`config.mk`:
```
export PLATFORM = sky130hd
export DESIGN_NAME = cmul_seq
export DESIGN_NICKNAME = d
export VERILOG_FILES = /design/src/rtl/cmul_seq.sv
export SDC_FILE = /design/constraint.sdc
export NUM_CORES = 1
export LEC_CHECK = 0
export BUFFER_PORTS_ARGS = -buffer_cell sky130_fd_sc_hd__buf_2
export CELL_PAD_IN_SITES_DETAIL_PLACEMENT = 0
export CELL_PAD_IN_SITES_GLOBAL_PLACEMENT = 1
export CORE_AREA = 3 3 133 135
export CTS_CLUSTER_DIAMETER = 120
export DETAILED_ROUTE_END_ITERATION = 10
export DIE_AREA = 0 0 136 138
export PLACE_DENSITY = 0.73
export SLEW_MARGIN = 25
export SYNTH_ARGS = -nofsm -noshare
export SYNTH_HDL_FRONTEND = slang
export SYNTH_SLANG_ARGS = --single-unit
```
`constraint.sdc`:
```
create_clock -name clkin -period 5.1 [get_ports clkin]
set_clock_uncertainty 0.2 [all_clocks]
set_input_delay 1.02 -clock clkin [delete_from_list [all_inputs] [get_ports clkin]]
set_output_delay 1.02 -clock clkin [all_outputs]
set_load 0.01 [all_outputs]
```
`src/rtl/cmul_seq.sv`:
```
// Sequential complex multiplier: issues four real products to an external multiplier,
// accumulates them and rescales to Q1.(WIDTH-1). Define CMUL_ROUND_EN for round-half-up scaling.
module cmul_seq #(
  parameter int unsigned WIDTH  = 8,
  parameter int unsigned PWIDTH = 2 * WIDTH - 1
) (
  input  logic              clkin,
  input  logic              rst,
  input  logic              in_valid,
  output logic              in_ready,
  input  logic [WIDTH-1:0]  ar,
  input  logic [WIDTH-1:0]  ai,
  input  logic [WIDTH-1:0]  br,
  input  logic [WIDTH-1:0]  bi,
  output logic [WIDTH-1:0]  mul_a,
  output logic [WIDTH-1:0]  mul_b,
  output logic              mul_start,
  input  logic              mul_ready,
  input  logic [PWIDTH-1:0] mul_product,
  output logic              out_valid,
  input  logic              out_ready,
  output logic [WIDTH-1:0]  out_re,
  output logic [WIDTH-1:0]  out_im
);

  localparam int unsigned AW = 2 * WIDTH + 1;
  localparam int unsigned EW = AW + 1;
  localparam logic signed [EW-1:0] SAT_HI = EW'(2 ** (WIDTH - 1) - 1);
  localparam logic signed [EW-1:0] SAT_LO = ~SAT_HI;

  typedef enum logic [2:0] {IDLE, ISSUE, WAIT, SCALE, OUT} state_t;

  state_t                state, state_d;
  logic [1:0]            k, k_d;
  logic signed [AW-1:0]  acc_re, acc_re_d, acc_im, acc_im_d;
  logic [WIDTH-1:0]      ar_q, ai_q, br_q, bi_q;
  logic [WIDTH-1:0]      ar_d, ai_d, br_d, bi_d;
  logic [WIDTH-1:0]      mul_a_d, mul_b_d, out_re_d, out_im_d;
  logic                  mul_start_d, out_valid_d, in_ready_d;
  logic                  first_wait, first_wait_d;
  logic signed [AW-1:0]  prod_ext;

  assign prod_ext = AW'($signed(mul_product));

  // Shift right by WIDTH-1 (optionally rounded) and clamp into the output range
  function automatic logic [WIDTH-1:0] scale_sat(input logic signed [AW-1:0] a);
    logic signed [EW-1:0] t;
    t = EW'(a);
`ifdef CMUL_ROUND_EN
    t = t + (EW'(1) << (WIDTH - 2));
`endif
    t = t >>> (WIDTH - 1);
    if (t > SAT_HI) return SAT_HI[WIDTH-1:0];
    else if (t < SAT_LO) return SAT_LO[WIDTH-1:0];
    else return t[WIDTH-1:0];
  endfunction

  always_ff @(posedge clkin or posedge rst) begin
    if (rst) begin
      state      <= IDLE;
      k          <= '0;
      acc_re     <= '0;
      acc_im     <= '0;
      ar_q       <= '0;
      ai_q       <= '0;
      br_q       <= '0;
      bi_q       <= '0;
      mul_a      <= '0;
      mul_b      <= '0;
      mul_start  <= 1'b0;
      out_valid  <= 1'b0;
      out_re     <= '0;
      out_im     <= '0;
      in_ready   <= 1'b0;
      first_wait <= 1'b0;
    end else begin
      state      <= state_d;
      k          <= k_d;
      acc_re     <= acc_re_d;
      acc_im     <= acc_im_d;
      ar_q       <= ar_d;
      ai_q       <= ai_d;
      br_q       <= br_d;
      bi_q       <= bi_d;
      mul_a      <= mul_a_d;
      mul_b      <= mul_b_d;
      mul_start  <= mul_start_d;
      out_valid  <= out_valid_d;
      out_re     <= out_re_d;
      out_im     <= out_im_d;
      in_ready   <= in_ready_d;
      first_wait <= first_wait_d;
    end
  end

  // Next-state and registered-output logic; mul_start is raised on entry to ISSUE
  always_comb begin
    state_d      = state;
    k_d          = k;
    acc_re_d     = acc_re;
    acc_im_d     = acc_im;
    ar_d         = ar_q;
    ai_d         = ai_q;
    br_d         = br_q;
    bi_d         = bi_q;
    mul_a_d      = mul_a;
    mul_b_d      = mul_b;
    mul_start_d  = 1'b0;
    out_valid_d  = 1'b0;
    out_re_d     = out_re;
    out_im_d     = out_im;
    in_ready_d   = 1'b0;
    first_wait_d = 1'b0;

    unique case (state)
      IDLE: begin
        if (in_valid && in_ready) begin
          ar_d        = ar;
          ai_d        = ai;
          br_d        = br;
          bi_d        = bi;
          acc_re_d    = '0;
          acc_im_d    = '0;
          k_d         = 2'd0;
          mul_a_d     = ar;
          mul_b_d     = br;
          mul_start_d = 1'b1;
          state_d     = ISSUE;
        end else begin
          in_ready_d = 1'b1;
        end
      end
      ISSUE: begin
        first_wait_d = 1'b1;
        state_d      = WAIT;
      end
      WAIT: begin
        // The first WAIT cycle may still see a stale ready level from the previous product
        if (!first_wait && mul_ready) begin
          unique case (k)
            2'd0:    acc_re_d = acc_re + prod_ext;
            2'd1:    acc_re_d = acc_re - prod_ext;
            default: acc_im_d = acc_im + prod_ext;
          endcase
          if (k == 2'd3) begin
            state_d = SCALE;
          end else begin
            k_d         = k + 2'd1;
            mul_a_d     = k_d[0] ? ai_q : ar_q;
            mul_b_d     = (k_d[0] ^ k_d[1]) ? bi_q : br_q;
            mul_start_d = 1'b1;
            state_d     = ISSUE;
          end
        end
      end
      SCALE: begin
        out_re_d    = scale_sat(acc_re);
        out_im_d    = scale_sat(acc_im);
        out_valid_d = 1'b1;
        state_d     = OUT;
      end
      OUT: begin
        if (out_valid && out_ready) begin
          in_ready_d = 1'b1;
          state_d    = IDLE;
        end else begin
          out_valid_d = 1'b1;
        end
      end
      default: state_d = IDLE;
    endcase
  end

endmodule

```
# Yosys cells after proc, flatten, opt, wreduce, memory -nomap -nowiden

Cells that the tools add are included.

Add/subtract/negate cells: 4
Shifts and indexed selects: 0
Mux-type cells: 40
Multiply operators: 0
Equal/unequal tests: 12
Div/mod/pow operators: 0
$lt $le $gt $ge: 4
Reductions and logical operators: 13
Bitwise gates (word level): 1

Operators by type and width:

| operator            | number |
|---|---|
| $pmux 17 s2         | 3 |
| $mux 8              | 12 |
| $mux 17             | 4 |
| $add 17x15->17      | 2 |
| $pmux 8 s2          | 2 |
| $gt 10x8->1 const B | 2 |
| $lt 10x8->1 const B | 2 |
| $sub 17x15->17      | 1 |
| $pmux 3 s5          | 1 |
| $reduce_and 4->1    | 3 |
| $ne 2x2->1 const B  | 5 |
| $mux 3              | 3 |
| $mux 2              | 4 |
| $mux 1              | 7 |
| $eq 3x2->1 const B  | 2 |
| $pmux 1 s2          | 3 |
| $pmux 2 s2          | 1 |
| $eq 3x1->1 const B  | 1 |
| $eq 3x3->1 const B  | 1 |
| $logic_and 1x1->1   | 3 |
| $logic_not 3->1     | 1 |
| $ne 3x1->1 const B  | 1 |
| $reduce_and 3->1    | 1 |
| $add 2x1->2 const B | 1 |
| 8 further kinds     | 8 |

Bits of input ports: 52
RAM bits: 0
Bits in registers: 107
Output and inout bits: 35
Memories kept: 0
Memory bits (read-only): 0
Latch bits: 0
Word-level logic and storage cells: 90

# Logic depth before layout (Yosys ltp)

Depth in word-level cells: 6
Gate-level depth with buffers: 14
Gate-level depth less buffers: 14

# Worst setup path after synthesis

OpenSTA, ideal clock, no wires.

Kind: input -> register
Start: input port mul_product[0]
End: register acc_re[12]
Cell stages on the path: 14
Setup slack: 1.300 ns
Setup time: 0.121 ns
Path buffers: 0
Arrival time: 3.480 ns
Required time: 4.779 ns
Path through: inv_1 > ha_1 > or4b_4 > nor2_1 > nor2_1 > xnor2_1 > ha_1 > nand4_1 > a211oi_1 > nor2_1 > o21ai_1 > a31oi_1 > xnor2_1 > a22o_1

Cells in the longest elaborated chain, start to end: 4
Elaborated cells on any way between the ends: 5
Classes of those cells: 2 x add/sub; 3 x mux

Ends and longest elaborated chain:

| item                                             | RTL line | text |
|---|---|---|
| start, declared                                  | 19       | `input logic [PWIDTH-1:0] mul_product,` |
| $sub 17x15->17 or $add 17x15->17 (tied branches) | 142, 141 |  |
| $pmux 17 s2 *                                    | 140      | `unique case (k)` |
| $mux 17 *                                        | 139      | `if (!first_wait && mul_ready) begin` |
| $pmux 17 s2 *                                    | 115      | `unique case (state)` |
| end signal, assigned                             | 79       | `acc_re <= acc_re_d;` |
| end, declared                                    | 35       | `logic signed [AW-1:0] acc_re, acc_re_d, acc_im, acc_im_d;` |

Every way passes the cells marked *; elsewhere a longest branch is shown, timed or not. The select of a mux whose other input is x is not followed.
A chain may end at the register's enable or synchronous reset.

# Final worst setup path

Start: register k[0]
End: register acc_re[12]

Cells in the longest elaborated chain, start to end: 4
Elaborated cells on any way between the ends: 7
Classes of those cells: 2 x eq/ne; 3 x mux; 2 x reduce/logical

Ends and longest elaborated chain:

| item                                          | RTL line | text |
|---|---|---|
| start, declared                               | 34       | `logic [1:0] k, k_d;` |
| start signal, assigned                        | 78       | `k <= k_d;` |
| $eq 2x1->1 or $logic_not 2->1 (tied branches) | 140      |  |
| $pmux 17 s2                                   | 140      |  |
| $mux 17                                       | 139      |  |
| $pmux 17 s2                                   | 115      |  |

Parallel ways exist; a longest one is shown, timed or not. The select of a mux whose other input is x is not followed.

==> impl_metrics.env <==
export IMPL_grt_pass1_wl_um=25000
export IMPL_synthArstFlopShare_pct=100
export IMPL_cts_htree_levels=3
export IMPL_wl_um=14700
export IMPL_end_kind="register"
export IMPL_synthCells=677
export IMPL_rsz0062_at_grt="false"
export IMPL_die_w_um=136
export IMPL_crit_family="adder cells"
export IMPL_start_util_pct=39.1
export IMPL_placed_cell_area_mm2=0.00708
export IMPL_worstHoldPathType="reg -> reg"
export IMPL_core_mm2=0.0166
export IMPL_path_cells="buf_4, ha_1, mux2_2, fa_1, nand2b_1, a211oi_1, nor2_1, o21ai_1, a31oi_1, xnor2_1, a22o_1"
export IMPL_post_route_min_period_ns=4.05
export IMPL_nets=841
export IMPL_drive_gt1_share_pct=22.4
export IMPL_ys_ff_latch=107
export IMPL_ys_seq_area_share_pct=41.3
export IMPL_power_density_mw_per_mm2=534
export IMPL_initialDrtViolationCount=233
export IMPL_total_power_mw=3.95
export IMPL_path_max_fanout=20
export IMPL_finalSetupViolations=0
export IMPL_cts_resized=0
export IMPL_die_y_um=138
export IMPL_avgSynthCellArea_um2=9.57
export IMPL_gp_congestion=0.828
export IMPL_whs_ns=0.274
export IMPL_vias_per_cell=5.21
export IMPL_place_ws_ns=0.741
export IMPL_synthTopCellsByCount="dfrtp_1 (107), nand2_1 (92), nor2_1 (60), o21ai_0 (60), a21oi_1 (44)"
export IMPL_holdBufCountCts=0
export IMPL_synth_enable_flop_cells=0
export IMPL_grt_pass1_vias=5082
export IMPL_startpoint_type="register"
export IMPL_boundaryPins=87
export IMPL_max_stage_delay_ns=0.76
export IMPL_clkTransAtPathRegs_ns=0.08
export IMPL_drtPass1Iterations=4
export IMPL_synth_area_leader_cell="dfrtp_1"
export IMPL_synth_distinct_cells=68
export IMPL_synth_top_cell_area_share_pct=41.3
export IMPL_period_share_pct=79.4
export IMPL_crit_buf_inv=1
export IMPL_leakage_nw=3.34
export IMPL_arrival_ns=4.10
export IMPL_clock_path_buffers=2
export IMPL_setup_ws_ns=1.05
export IMPL_tightest_slew_ns=0.855
export IMPL_cts_buffers=9
export IMPL_drc_errors=0
export IMPL_slowest_stage="ha_1"
export IMPL_cts_sinks=107
export IMPL_relSlewSlack_pct=43.0
export IMPL_finalSetupTns_ns=0
export IMPL_avgRoutedWirePerCell_um=15.1
export IMPL_vias=5087
export IMPL_maxCapViolCount=0
export IMPL_cts_tree="built"
export IMPL_grt_overflow_total=0
export IMPL_grt_use_total_pct=16.4
export IMPL_path_class="reg -> reg"
export IMPL_clk_latency_ns=0.36
export IMPL_ys_flop_type="dfrtp_1"
export IMPL_fmax_mhz=247
export IMPL_row_count=47
export IMPL_postCtsSetupBuffers=0
export IMPL_status="completed"
export IMPL_grt_max_degree=84
export IMPL_detailed_place_hpwl_um=10900
export IMPL_post_route_cell_area_mm2=0.00739
export IMPL_slew_violations=0
export IMPL_peakVddDrop_mv=0.274
export IMPL_synthTopCellsByArea="dfrtp_1 (41%), ha_1 (7.0%), mux2_2 (5.9%)"
export IMPL_die_area_mm2=0.0188
export IMPL_synth_most_common_cell="dfrtp_1"
export IMPL_syn_to_final_growth_pct=14.1
export IMPL_ant_nets=0
export IMPL_syn_num_nets=767
export IMPL_crit_required_ns=5.15
export IMPL_cts_root_buf="clkbuf_16"
export IMPL_antenna_found_initial=1
export IMPL_port_buffers=86
export IMPL_yosys_warnings=0
export IMPL_syn_area_mm2=0.00648
export IMPL_num_antenna_cells=0
export IMPL_hold_viol_final=0
[worst register-to-register path: cells and delay by family (launching register included)]
family,cells,cell delay (ns)
buffers and inverters,1,0.23
flip-flops,1,0.33
multiplexers,1,0.46
adder cells (fa/ha/maj),2,1.19
XOR/XNOR,1,0.14
AO/OA/AOI/OAI,4,1.06
AND/OR/NAND/NOR,2,0.33
[where the power goes]
group	switching (mW)	internal, mW
registers	0.232	1.18
clock network	0.363	0.351
logic	1.01	0.809
total	1.61	2.34
[cell usage in the layout (no fill, tap or decap), drive strengths merged, types with 4 or more instances in the layout]
master	instances
a21oi	46
xnor2	27
a31oi	5
nor3	10
nand2b	6
nand3	6
clkbuf	9
buf	92
mux2	34
o22ai	4
nor2b	7
a211oi	7
a21o	8
nand2	93
o21ai	71
dfrtp	107
mux2i	18
o21a	7
xor2	12
nor2	62
o31ai	15
nand3b	4
inv	21
o41ai	4
a22o	8
ha	36
clkinv	5
[flip-flops by register name, summed over array words and instances (netlist names), 2 cells and up]
| register | cells |
|---|---|
| out_re | 8 |
| bi_q | 8 |
| acc_re | 17 |
| mul_a | 8 |
| ar_q | 8 |
| ai_q | 8 |
| br_q | 8 |
| out_im | 8 |
| k | 2 |
| acc_im | 17 |
| state | 3 |
| mul_b | 8 |
[area by class of cell]
cell class | count | area (um^2)
clock inverters | 7 | 80.1
inverters | 19 | 77.6
multi-input cells | 522 | 3580
fillers | 1636 | 9190
clock buffers | 9 | 225
flip-flops and latches | 107 | 2680
well taps | 220 | 275
repair buffers | 92 | 479
[logic make-up (layout without fill, tap and decap cells)]
logic type / count (synthesis) / after routing / share of synthesized area [%]
AO/OA/AOI/OAI: 191 / 191 / 19.1
XOR/XNOR: 39 / 39 / 5.39
adder cells (fa/ha/maj): 38 / 38 / 7.57
buffers and inverters: 48 / 127 / 3.65
flip-flops: 107 / 107 / 41.3
multiplexers: 52 / 52 / 8.88
AND/OR/NAND/NOR: 202 / 202 / 14.1
[metal layers]
metal  routed length [um]  vias up  track usage [%]
li1                     -     2552                -
met1                 6840     2418             22.0
met2                 6950       98             26.1
met3                  719       17             4.29
met4                  199        2             4.62
met5                   11        -                0
[worst paths after layout]
path / start / to / slack (ns) / depth (start not counted)
max: k[0]$_DFFE_PP0P_ / acc_re[12]$_DFFE_PP0P_ / 1.05 / 11
min: out_im[5]$_DFFE_PP0P_ / out_im[5]$_DFFE_PP0P_ / 0.27 / 2
max reg2reg: k[0]$_DFFE_PP0P_ / acc_re[12]$_DFFE_PP0P_ / 1.05 / 11
min reg2reg: out_im[5]$_DFFE_PP0P_ / out_im[5]$_DFFE_PP0P_ / 0.27 / 2
max in group asynchronous: rst / ar_q[1]$_DFFE_PP0P_ / 3.26 / 3
min in group asynchronous: rst / ai_q[4]$_DFFE_PP0P_ / 0.60 / 2
[metrics by stage]
step	instances	utilization [%]
2_1_floorplan	677	-
3_3_place_gp	959	42.7
3_5_place_dp	959	42.7
4_1_cts	975	44.5
5_1_grt	976	44.6
6_report	976	44.6
Note: power is estimated with default switching activity, not from simulation.
